--- config.mk ---
export PLATFORM = sky130hd
export DESIGN_NAME = attex_bus_ctrl
export DESIGN_NICKNAME = d
export VERILOG_FILES = /design/src/rtl/attex_bus_pkg.sv /design/src/rtl/attex_addr_decode.sv /design/src/rtl/attex_bus_ctrl.sv
export SDC_FILE = /design/constraint.sdc
export NUM_CORES = 1
export LEC_CHECK = 0
export ABC_AREA = 1
export BUFFER_PORTS_ARGS = -buffer_cell sky130_fd_sc_hd__buf_4
export CORE_MARGIN = 3
export CORE_UTILIZATION = 40
export CTS_CLUSTER_DIAMETER = 150
export DETAILED_ROUTE_END_ITERATION = 6
export GPL_TIMING_DRIVEN = 0
export PLACE_DENSITY = 0.76
export SLEW_MARGIN = 5
export SYNTH_ARGS = -nofsm -noshare
export SYNTH_HDL_FRONTEND = slang
export SYNTH_SLANG_ARGS = --single-unit
--- constraint.sdc ---
create_clock -name clk30 -period 1.8 [get_ports clk30]
set_clock_uncertainty 0.1 [all_clocks]
set_input_delay 0.09 -clock clk30 [delete_from_list [all_inputs] [get_ports clk30]]
set_output_delay 0.09 -clock clk30 [all_outputs]
set_load 0.03 [all_outputs]
--- src/rtl/attex_bus_pkg.sv ---
// rtl/attex_bus_pkg.sv - shared types and address map for the SCC68070 bus controller
//
// Purpose : cycle targets, controller states, CD-i address map boundaries and
//           the target-to-chip-select mapping used by attex_bus_ctrl.
// Ports   : none (package).
package attex_bus_pkg;

   typedef enum logic [2:0] {
      NONE, MCD212, CDIC, SLAVE, NVRAM, IACK, BERR, ACKONLY
   } target_t;

   typedef enum logic [1:0] {
      IDLE, WAIT, END
   } state_t;

   // Byte-address boundaries of the main-board map
   localparam logic [23:0] BERR_LO      = 24'h600000;
   localparam logic [23:0] BERR_HI      = 24'hD00000;
   localparam logic [23:0] BERR_TOP     = 24'hF00000;
   localparam logic [23:0] MCD_LO_LAST  = 24'h27FFFF;
   localparam logic [23:0] MCD_HI_FIRST = 24'h400000;
   localparam logic [7:0]  CDIC_PAGE    = 8'h30;
   localparam logic [7:0]  SLAVE_PAGE   = 8'h31;
   localparam logic [7:0]  NVRAM_PAGE   = 8'h32;

   // Chip-select vector order: {mcd212, cdic, slave, nvram}
   function automatic logic [3:0] cs_onehot(input target_t t);
      case (t)
         MCD212:  return 4'b1000;
         CDIC:    return 4'b0100;
         SLAVE:   return 4'b0010;
         NVRAM:   return 4'b0001;
         default: return 4'b0000;
      endcase
   endfunction

endpackage

--- src/rtl/attex_addr_decode.sv ---
// rtl/attex_addr_decode.sv - combinational target decode of an SCC68070 bus cycle
//
// Purpose : maps the word address (and interrupt-acknowledge) to a target_t.
//           Earlier rules take priority over later ones.
// Ports   : addr   in  23  CPU address bits [23:1]
//           iack4  in   1  level-4 interrupt acknowledge
//           target out  -   decoded target_t
module attex_addr_decode
   import attex_bus_pkg::*;
(
   input  logic [22:0] addr,
   input  logic        iack4,
   output target_t     target
);

   logic [23:0] a;

   always_comb begin
      a = {addr, 1'b0};
      if (iack4)
         target = IACK;
      else if ((a >= BERR_LO && a < BERR_HI) || a >= BERR_TOP)
         target = BERR;
      else if (a[23:16] == CDIC_PAGE)
         target = CDIC;
      else if (a[23:16] == SLAVE_PAGE)
         target = SLAVE;
      else if (a[23:16] == NVRAM_PAGE)
         target = NVRAM;
      else if ((a <= MCD_LO_LAST || a >= MCD_HI_FIRST) && !a[23])
         target = MCD212;
      else
         target = ACKONLY;
   end

endmodule

--- src/rtl/attex_bus_ctrl.sv ---
// rtl/attex_bus_ctrl.sv - SCC68070 bus-cycle sequencer for the CD-i main board
//
// Purpose : decodes each CPU bus cycle, drives one-hot chip selects, waits for
//           the target's acknowledge, registers read data and pulses
//           bus_ack / bus_err. Optional watchdog enabled by the macro
//           ATTEX_BUS_TIMEOUT_EN converts an unanswered cycle into bus_err.
// Ports   : clk30, reset (sync, active-high)
//           as, uds, lds, write_strobe, addr[22:0], iack4   CPU cycle request
//           mcd212_ack/dout, cdic_ack/dout, slave_dtack_n, slave_dout,
//           nvram_dout                                      peripheral responses
//           cs_mcd212, cs_cdic, cs_slave, cs_nvram          registered selects
//           slave_irq, data_in, bus_ack, bus_err            CPU side results
//           timeout_cnt                                     saturating timeouts
module attex_bus_ctrl
   import attex_bus_pkg::*;
#(
   parameter int TIMEOUT_CYCLES = 1024,
   parameter int TO_W           = 11
) (
   input  logic        clk30,
   input  logic        reset,
   input  logic        as,
   input  logic        uds,
   input  logic        lds,
   input  logic        write_strobe,
   input  logic [22:0] addr,
   input  logic        iack4,
   input  logic        mcd212_ack,
   input  logic [15:0] mcd212_dout,
   input  logic        cdic_ack,
   input  logic [15:0] cdic_dout,
   input  logic        slave_dtack_n,
   input  logic [7:0]  slave_dout,
   input  logic [7:0]  nvram_dout,
   output logic        cs_mcd212,
   output logic        cs_cdic,
   output logic        cs_slave,
   output logic        cs_nvram,
   output logic        slave_irq,
   output logic [15:0] data_in,
   output logic        bus_ack,
   output logic        bus_err,
   output logic [7:0]  timeout_cnt
);

   state_t      state, state_next;
   target_t     tgt_dec, tgt_q;
   logic        write_q, wait_first, dtack_q;
   logic        start, dtack_rise, done, timed_out;
   logic [15:0] rdata;
   logic [3:0]  cs_q, cs_next;
   logic        irq_q, irq_next, ack_q, ack_next, err_q, err_next;
   logic [15:0] data_q, data_next;

   attex_addr_decode u_decode (
      .addr   (addr),
      .iack4  (iack4),
      .target (tgt_dec)
   );

   assign start      = as && (uds || lds || iack4);
   // dtack_q holds the previous sample, so a rise is a 0 then 1 sequence
   assign dtack_rise = !dtack_q && slave_dtack_n;

   // Completion condition and captured data for the latched target
   always_comb begin
      done  = 1'b0;
      rdata = 16'h0000;
      case (tgt_q)
         MCD212:  begin done = mcd212_ack; rdata = mcd212_dout;              end
         CDIC:    begin done = cdic_ack;   rdata = cdic_dout;                end
         SLAVE:   begin done = dtack_rise; rdata = {slave_dout, slave_dout}; end
         // NVRAM read data is valid one cycle after select, writes need no wait
         NVRAM:   begin done = write_q || !wait_first; rdata = {nvram_dout, nvram_dout}; end
         IACK:    begin done = 1'b1;       rdata = cdic_dout;                end
         default: done = 1'b1;
      endcase
      if (write_q)
         rdata = 16'h0000;
   end

`ifdef ATTEX_BUS_TIMEOUT_EN
   logic [TO_W-1:0] wait_cnt;
   logic [7:0]      timeout_q;

   // Counter restarts from 0 on every entry to WAIT
   always_ff @(posedge clk30) begin
      if (reset || state != WAIT)
         wait_cnt <= '0;
      else
         wait_cnt <= wait_cnt + 1'b1;
   end

   assign timed_out = (state == WAIT) && (wait_cnt == TO_W'(TIMEOUT_CYCLES - 1));

   always_ff @(posedge clk30) begin
      if (reset)
         timeout_q <= 8'd0;
      else if (timed_out && as && !done && timeout_q != 8'hFF)
         timeout_q <= timeout_q + 8'd1;
   end

   assign timeout_cnt = timeout_q;
`else
   assign timed_out   = 1'b0;
   assign timeout_cnt = 8'd0;
`endif

   // FSM: state register
   always_ff @(posedge clk30) begin
      if (reset)
         state <= IDLE;
      else
         state <= state_next;
   end

   // FSM: next state; a dropped strobe aborts WAIT ahead of any completion
   always_comb begin
      state_next = state;
      case (state)
         IDLE:    if (start) state_next = WAIT;
         WAIT:    if (!as) state_next = IDLE;
                  else if (done || timed_out) state_next = END;
         END:     if (!as) state_next = IDLE;
         default: state_next = IDLE;
      endcase
   end

   // FSM: outputs (next values of the registered outputs); ack beats timeout
   always_comb begin
      cs_next   = cs_q;
      irq_next  = 1'b0;
      ack_next  = 1'b0;
      err_next  = 1'b0;
      data_next = data_q;
      case (state)
         IDLE: if (start) begin
            cs_next  = cs_onehot(tgt_dec);
            irq_next = (tgt_dec == SLAVE);
         end
         WAIT: begin
            if (!as) begin
               cs_next = 4'b0000;
            end else if (done) begin
               cs_next   = 4'b0000;
               ack_next  = (tgt_q != BERR);
               err_next  = (tgt_q == BERR);
               data_next = rdata;
            end else if (timed_out) begin
               cs_next  = 4'b0000;
               err_next = 1'b1;
            end
         end
         default: cs_next = 4'b0000;
      endcase
   end

   always_ff @(posedge clk30) begin
      if (reset) begin
         cs_q       <= 4'b0000;
         irq_q      <= 1'b0;
         ack_q      <= 1'b0;
         err_q      <= 1'b0;
         data_q     <= 16'h0000;
         tgt_q      <= NONE;
         write_q    <= 1'b0;
         wait_first <= 1'b0;
         dtack_q    <= 1'b0;
      end else begin
         cs_q       <= cs_next;
         irq_q      <= irq_next;
         ack_q      <= ack_next;
         err_q      <= err_next;
         data_q     <= data_next;
         dtack_q    <= slave_dtack_n;
         // High only during the first WAIT cycle
         wait_first <= (state == IDLE);
         if (state == IDLE && start) begin
            tgt_q   <= tgt_dec;
            write_q <= write_strobe;
         end
      end
   end

   assign {cs_mcd212, cs_cdic, cs_slave, cs_nvram} = cs_q;
   assign slave_irq = irq_q;
   assign bus_ack   = ack_q;
   assign bus_err   = err_q;
   assign data_in   = data_q;

endmodule

# ---- After elaboration in Yosys (flattened, before gate mapping)
# Cells that the tools add are included.
# Widths: inputs -> output; s select.
dict set report op_classes {
  muxes 19
  magnitude_cmp 5
  eq_ne 19
  n_reduce_logical 20
  bitwise_logic 5
}
# cell n
set op_table {}
lappend op_table {{$pmux 16 s4} 1}
lappend op_table {{$ge 24x23->1 const B} 2}
lappend op_table {{$eq 8x6->1 const B} 3}
lappend op_table {{$ge 24x24->1 const B} 1}
lappend op_table {{$le 24x22->1 const B} 1}
lappend op_table {{$lt 24x24->1 const B} 1}
lappend op_table {{$mux 3} 6}
lappend op_table {{$mux 16} 1}
lappend op_table {{$pmux 4 s4} 1}
lappend op_table {{$eq 3x2->1 const B} 4}
lappend op_table {{$eq 3x3->1 const B} 4}
lappend op_table {{$mux 4} 3}
lappend op_table {{$mux 2} 4}
lappend op_table {{$pmux 4 s2} 1}
lappend op_table {{$eq 3x1->1 const B} 2}
lappend op_table {{$ne 3x3->1 const B} 2}
lappend op_table {{$pmux 2 s3} 1}
lappend op_table {{$reduce_and 3->1} 2}
lappend op_table {{$logic_and 1x1->1} 5}
lappend op_table {{$logic_or 1x1->1} 5}
lappend op_table {{$not 1->1} 5}
lappend op_table {{$ne 2x2->1 const B} 2}
lappend op_table {{$pmux 1 s4} 1}
lappend op_table {{$reduce_or 4->1} 1}
lappend op_table {{7 further kinds} 9}
dict set report word_totals {
  ff_bits 31
  out_inout_bits 31
}

# ---- Logic depth before layout (Yosys ltp)
dict set report depth {
  ltp_word 13
  ltp_mapped 10
  depth_no_buf 10
}

# ---- Modules after synthesis
# From an unflattened synthesis, not the netlist that was laid out.
dict set report hier_totals {
  cells_unflattened 286
  area_unflattened_um2 1895.6
}
# module area_each_um2 seq_area_each_um2 instances cells_per_inst
set modules_own_cells {}
lappend modules_own_cells {attex_bus_ctrl 1745.4 620.6 1 251}
lappend modules_own_cells {attex_addr_decode 150.1 0.0 1 35}

# ---- Least setup slack after synthesis
# Ideal clock, no wire load.
dict set report synth_path {
  kind {register to register}
  from {register tgt_q[1]}
  to {register data_q[10] (netlist: data_in[10])}
  slack_ps 326
  synth_period_minus_slack_ps 1474
  t_required_ps 1578
  arrival_time_ps 1251
  n_path_buf 1
  stages_incl_launch_ff 11
  cell_sequence {dfxtp_1 > nand2_1 > nor2_4 > nand2_1 > nand2_1 > nor2_2 > nand2_4 > nand2_4 > buf_6 > nand3_1 > o21ai_0}
}
dict set report synth_via {
  elab_chain_len 4
}
# item line_no
set synth_rtl {}
lappend synth_rtl {{start, declared} attex_bus_ctrl.sv:47} ;# target_t tgt_dec, tgt_q;
lappend synth_rtl {{start signal, assigned} attex_bus_ctrl.sv:179} ;# tgt_q <= tgt_dec;
lappend synth_rtl {{$eq 3x2->1 or $eq 3x3->1 (tied branches)} attex_bus_ctrl.sv:69} ;# case (tgt_q)
lappend synth_rtl {{$reduce_or 2->1 (no line)} n/a}
lappend synth_rtl {{$pmux 16 s4} attex_bus_ctrl.sv:69}
lappend synth_rtl {{$mux 16} attex_bus_ctrl.sv:78} ;# if (write_q)
lappend synth_rtl {{end signal, assigned} attex_bus_ctrl.sv:174} ;# data_q <= data_next;
lappend synth_rtl {{end, declared} attex_bus_ctrl.sv:53} ;# logic [15:0] data_q, data_next;
# Parallel ways exist; a longest one is shown, timed or not.
# A chain may end at the register's enable or synchronous reset.

# ---- Worst setup path after layout
dict set report layout_path {
  from {register tgt_q[1]}
  to {register data_q[13] (netlist: data_in[13])}
}
# The elaborated chain is that of the path after synthesis.

==> results.cfg <==
[outcome]
status = completed

[power]
powerDensity_nw_per_um2 = 657
switching_share = 0.308
p_clk_frac = 0.312
p_leak_nw = 1.39
comb_power_share = 0.272
seq_power_share = 0.416
ir_worst_vdd_mv = 0.290
p_switching_w = 0.000541
p_int_w = 0.00121

[floorplanning]
die_h_microns = 73.2
start_util = 0.433
num_io_pins = 112
std_cell_rows = 23
core_sq_um = 4170
dieArea_sq_um = 5360
chipWidth_microns = 73.2

[grt]
gr-total-overflow = 0
grt_max_degree = 11
grt_pass1_vias = 1887
antenna_found_initial = 0
grt_usage = 0.203
grt_pass1_wl_microns = 8490

[timing]
fin_crit_sh = 0.903
fin_crit_ns = 1.63
final_hold_viol_count = 0
rsz0062_at_grt = no
fin_hold_ws_ns = 0.00554
setup-tns-final_ns = 0
final-setup-viol-count = 0
slew_violations = 0
fmax_mhz = 615

[synthesis]
synth-seq-cells = 31
syn_inst = 282
yosysWarnings = 0
synth_cell_types = 25
synth.area.top_cells = dfxtp_1 (34%), nand2_1 (21%), nand3_1 (9.7%), inv_1 (6.0%), o21ai_2 (3.9%)
netlist_area_sq_um = 1810
seq_area_frac_synth = 0.344
yosysTopAreaCell = dfxtp_1
synth_area_per_cell_sq_um = 6.40
netlist.area_leader.share = 0.344

[route]
first_iter_violations = 180
firstDrtPassIters = 4
avgViaCountPerCell = 4.69
vias = 2046
route.detailed.wl_per_inst_microns = 11.9
drc_errors = 0
detail_route.wirelength_microns = 5200
drtAntennaViolNets = 0

[place]
dp.cells = 427
hpwl_microns = 4340
place.gp.congestion = 0.847
numPortBuffers = 88
dpl_cell_area_sq_um = 2550

[clock_tree]
cts.htree.levels = 2
cts_buffers = 5
insertion_delay_ns = 0.28
cts_tree = done
cts_setup_buffers = 0
cts.path.max_buffers = 2
clock-sinks = 31
clk_transition_reported_paths_ns = 0.06
cts.root.buffer_cell = clkbuf_8

[critical_path]
endpoint = data_in[13]
path_delay_family = simple AND/OR/NAND/NOR gates
critPathMostFrequentCell = nand2_1
cp_cell_sequence = nand2_1, nor2_4, nand2_1, nand2_1, nor2_2, nand2_4, nand2_4, buf_6, nand3_1, o21ai_0
worstRegToRegCells = 10
crit_path_top_delay_cell = dfxtp_2
cp.required_ns = 1.87
cp_num_buf_inv = 1
startpoint = tgt_q[1]
r2r-start = tgt_q[1]
cp.arrival_ns = 1.70
cp_max_fo = 10
critPathMaxStageDelay_ns = 0.41
rrSetupSlack_ns = 0.17
endpoint_kind = register
r2r-end = data_in[13]
start_kind = register
crit_cells = 10
path_class = reg2reg

[final_layout]
final_core_util = 0.640
nNetsFinal = 467
synthToLayoutAreaGrowth_pct = 48.0
diodes = 0
fin_area_sq_um = 2670
final_common_cell = nand2_1
drive_gt1_frac = 0.324
num-fill-cells = 413
layout_common_cells = nand2_1 (102), buf_4 (96), nand3_1 (35), inv_1 (29), dfxtp_1 (28)
fin_cells = 436

[job]
cap_violations = 0

[min_path]
hp-class = in2reg
hold_depth = 3
==> power by group through the flow <==
stage / clock network [W] / registers [W] / logic [W]
4_1_cts: 0.000556 / 0.000728 / 0.000474
6_report: 0.000547 / 0.000730 / 0.000478
3_3_place_gp: 0 / 0.000742 / 0.000465
5_1_grt: 0.000592 / 0.000733 / 0.000537
3_5_place_dp: 0 / 0.000743 / 0.000470
2_1_floorplan: 0 / 0.000758 / 0.000266
==> metal layers <==
metal / up-vias / GRT usage / part of all wire
met1: 885 / 0.262 / 0.44
met4: 0 / 0.0635 / 0.020
met5: - / 0 / 0
met2: 57 / 0.336 / 0.48
met3: 8 / 0.0441 / 0.058
li1: 1096 / - / -
==> sequential cells by signal (all words and copies together), names as in the netlist <==
signal      cells
state           2
wait_first      1
data_in        16
cs_q            4
slave_irq       1
bus_ack         1
tgt_q           3
bus_err         1
write_q         1
dtack_q         1
==> cell usage after synthesis (all sizes together) <==
library cell	n
nor3	1
nor2	21
nor4	1
nand2	104
inv	30
a211oi	1
nand4	3
a22oi	8
dfxtp	31
conb	1
nand3	36
clkinv	1
buf	13
clkbuf	3
a21oi	7
o21ai	21
==> worst register-to-register path, cell delays in order (launching register included) <==
cell	delay (ns)
dfxtp_2	0.41
nand2_1	0.11
nor2_4	0.19
nand2_1	0.09
nand2_1	0.09
nor2_2	0.06
nand2_4	0.08
nand2_4	0.09
buf_6	0.16
nand3_1	0.06
o21ai_0	0.08
==> cell type report <==
| type | count | area [sq um] | area share |
|---|---|---|---|
| Buffer | 16 | 108 | 0.0403 |
| Clock buffer | 6 | 82.6 | 0.0309 |
| Clock inverter | 1 | 5.00 | 0.00187 |
| Inverter | 31 | 116 | 0.0436 |
| Multi-Input combinational cell | 211 | 992 | 0.371 |
| Sequential cell | 31 | 624 | 0.234 |
| Tap cell | 50 | 62.6 | 0.0234 |
| Timing Repair Buffer | 90 | 681 | 0.255 |
==> repair_timing <==
action / in CTS / in global routing
hold endpoints to repair: 2 / 0
hold buffers: 2 / 0
resized for setup: 0 / 4
setup endpoints to repair: 0 / 18
==> kinds of logic after synthesis <==
| logic type | after synthesis | share of synthesized area |
|---|---|---|
| compound gates | 37 | 0.132 |
| buf+inv | 47 | 0.124 |
| flops | 31 | 0.344 |
| other cells | 1 | 0.00208 |
| simple gates | 166 | 0.398 |
==> worst min-delay path by stage <==
| stage | startpoint | to |
|---|---|---|
| detailed placement | slave_dtack_n | dtack_q |
| floorplan | slave_dtack_n | dtack_q |
| global route | write_strobe | write_q |
| CTS | write_strobe | write_q |
| global placement | slave_dtack_n | dtack_q |
| finish | write_strobe | write_q |
==> per-stage QoR <==
stage	total power, W	worst slack (ns)
2_1_floorplan	0.00102	0.326
3_3_place_gp	0.00121	0.131
3_5_place_dp	0.00121	0.106
4_1_cts	0.00176	0.0952
5_1_grt	0.00186	0.0185
6_report	0.00176	0.174
(Power assumes the default switching activity.)
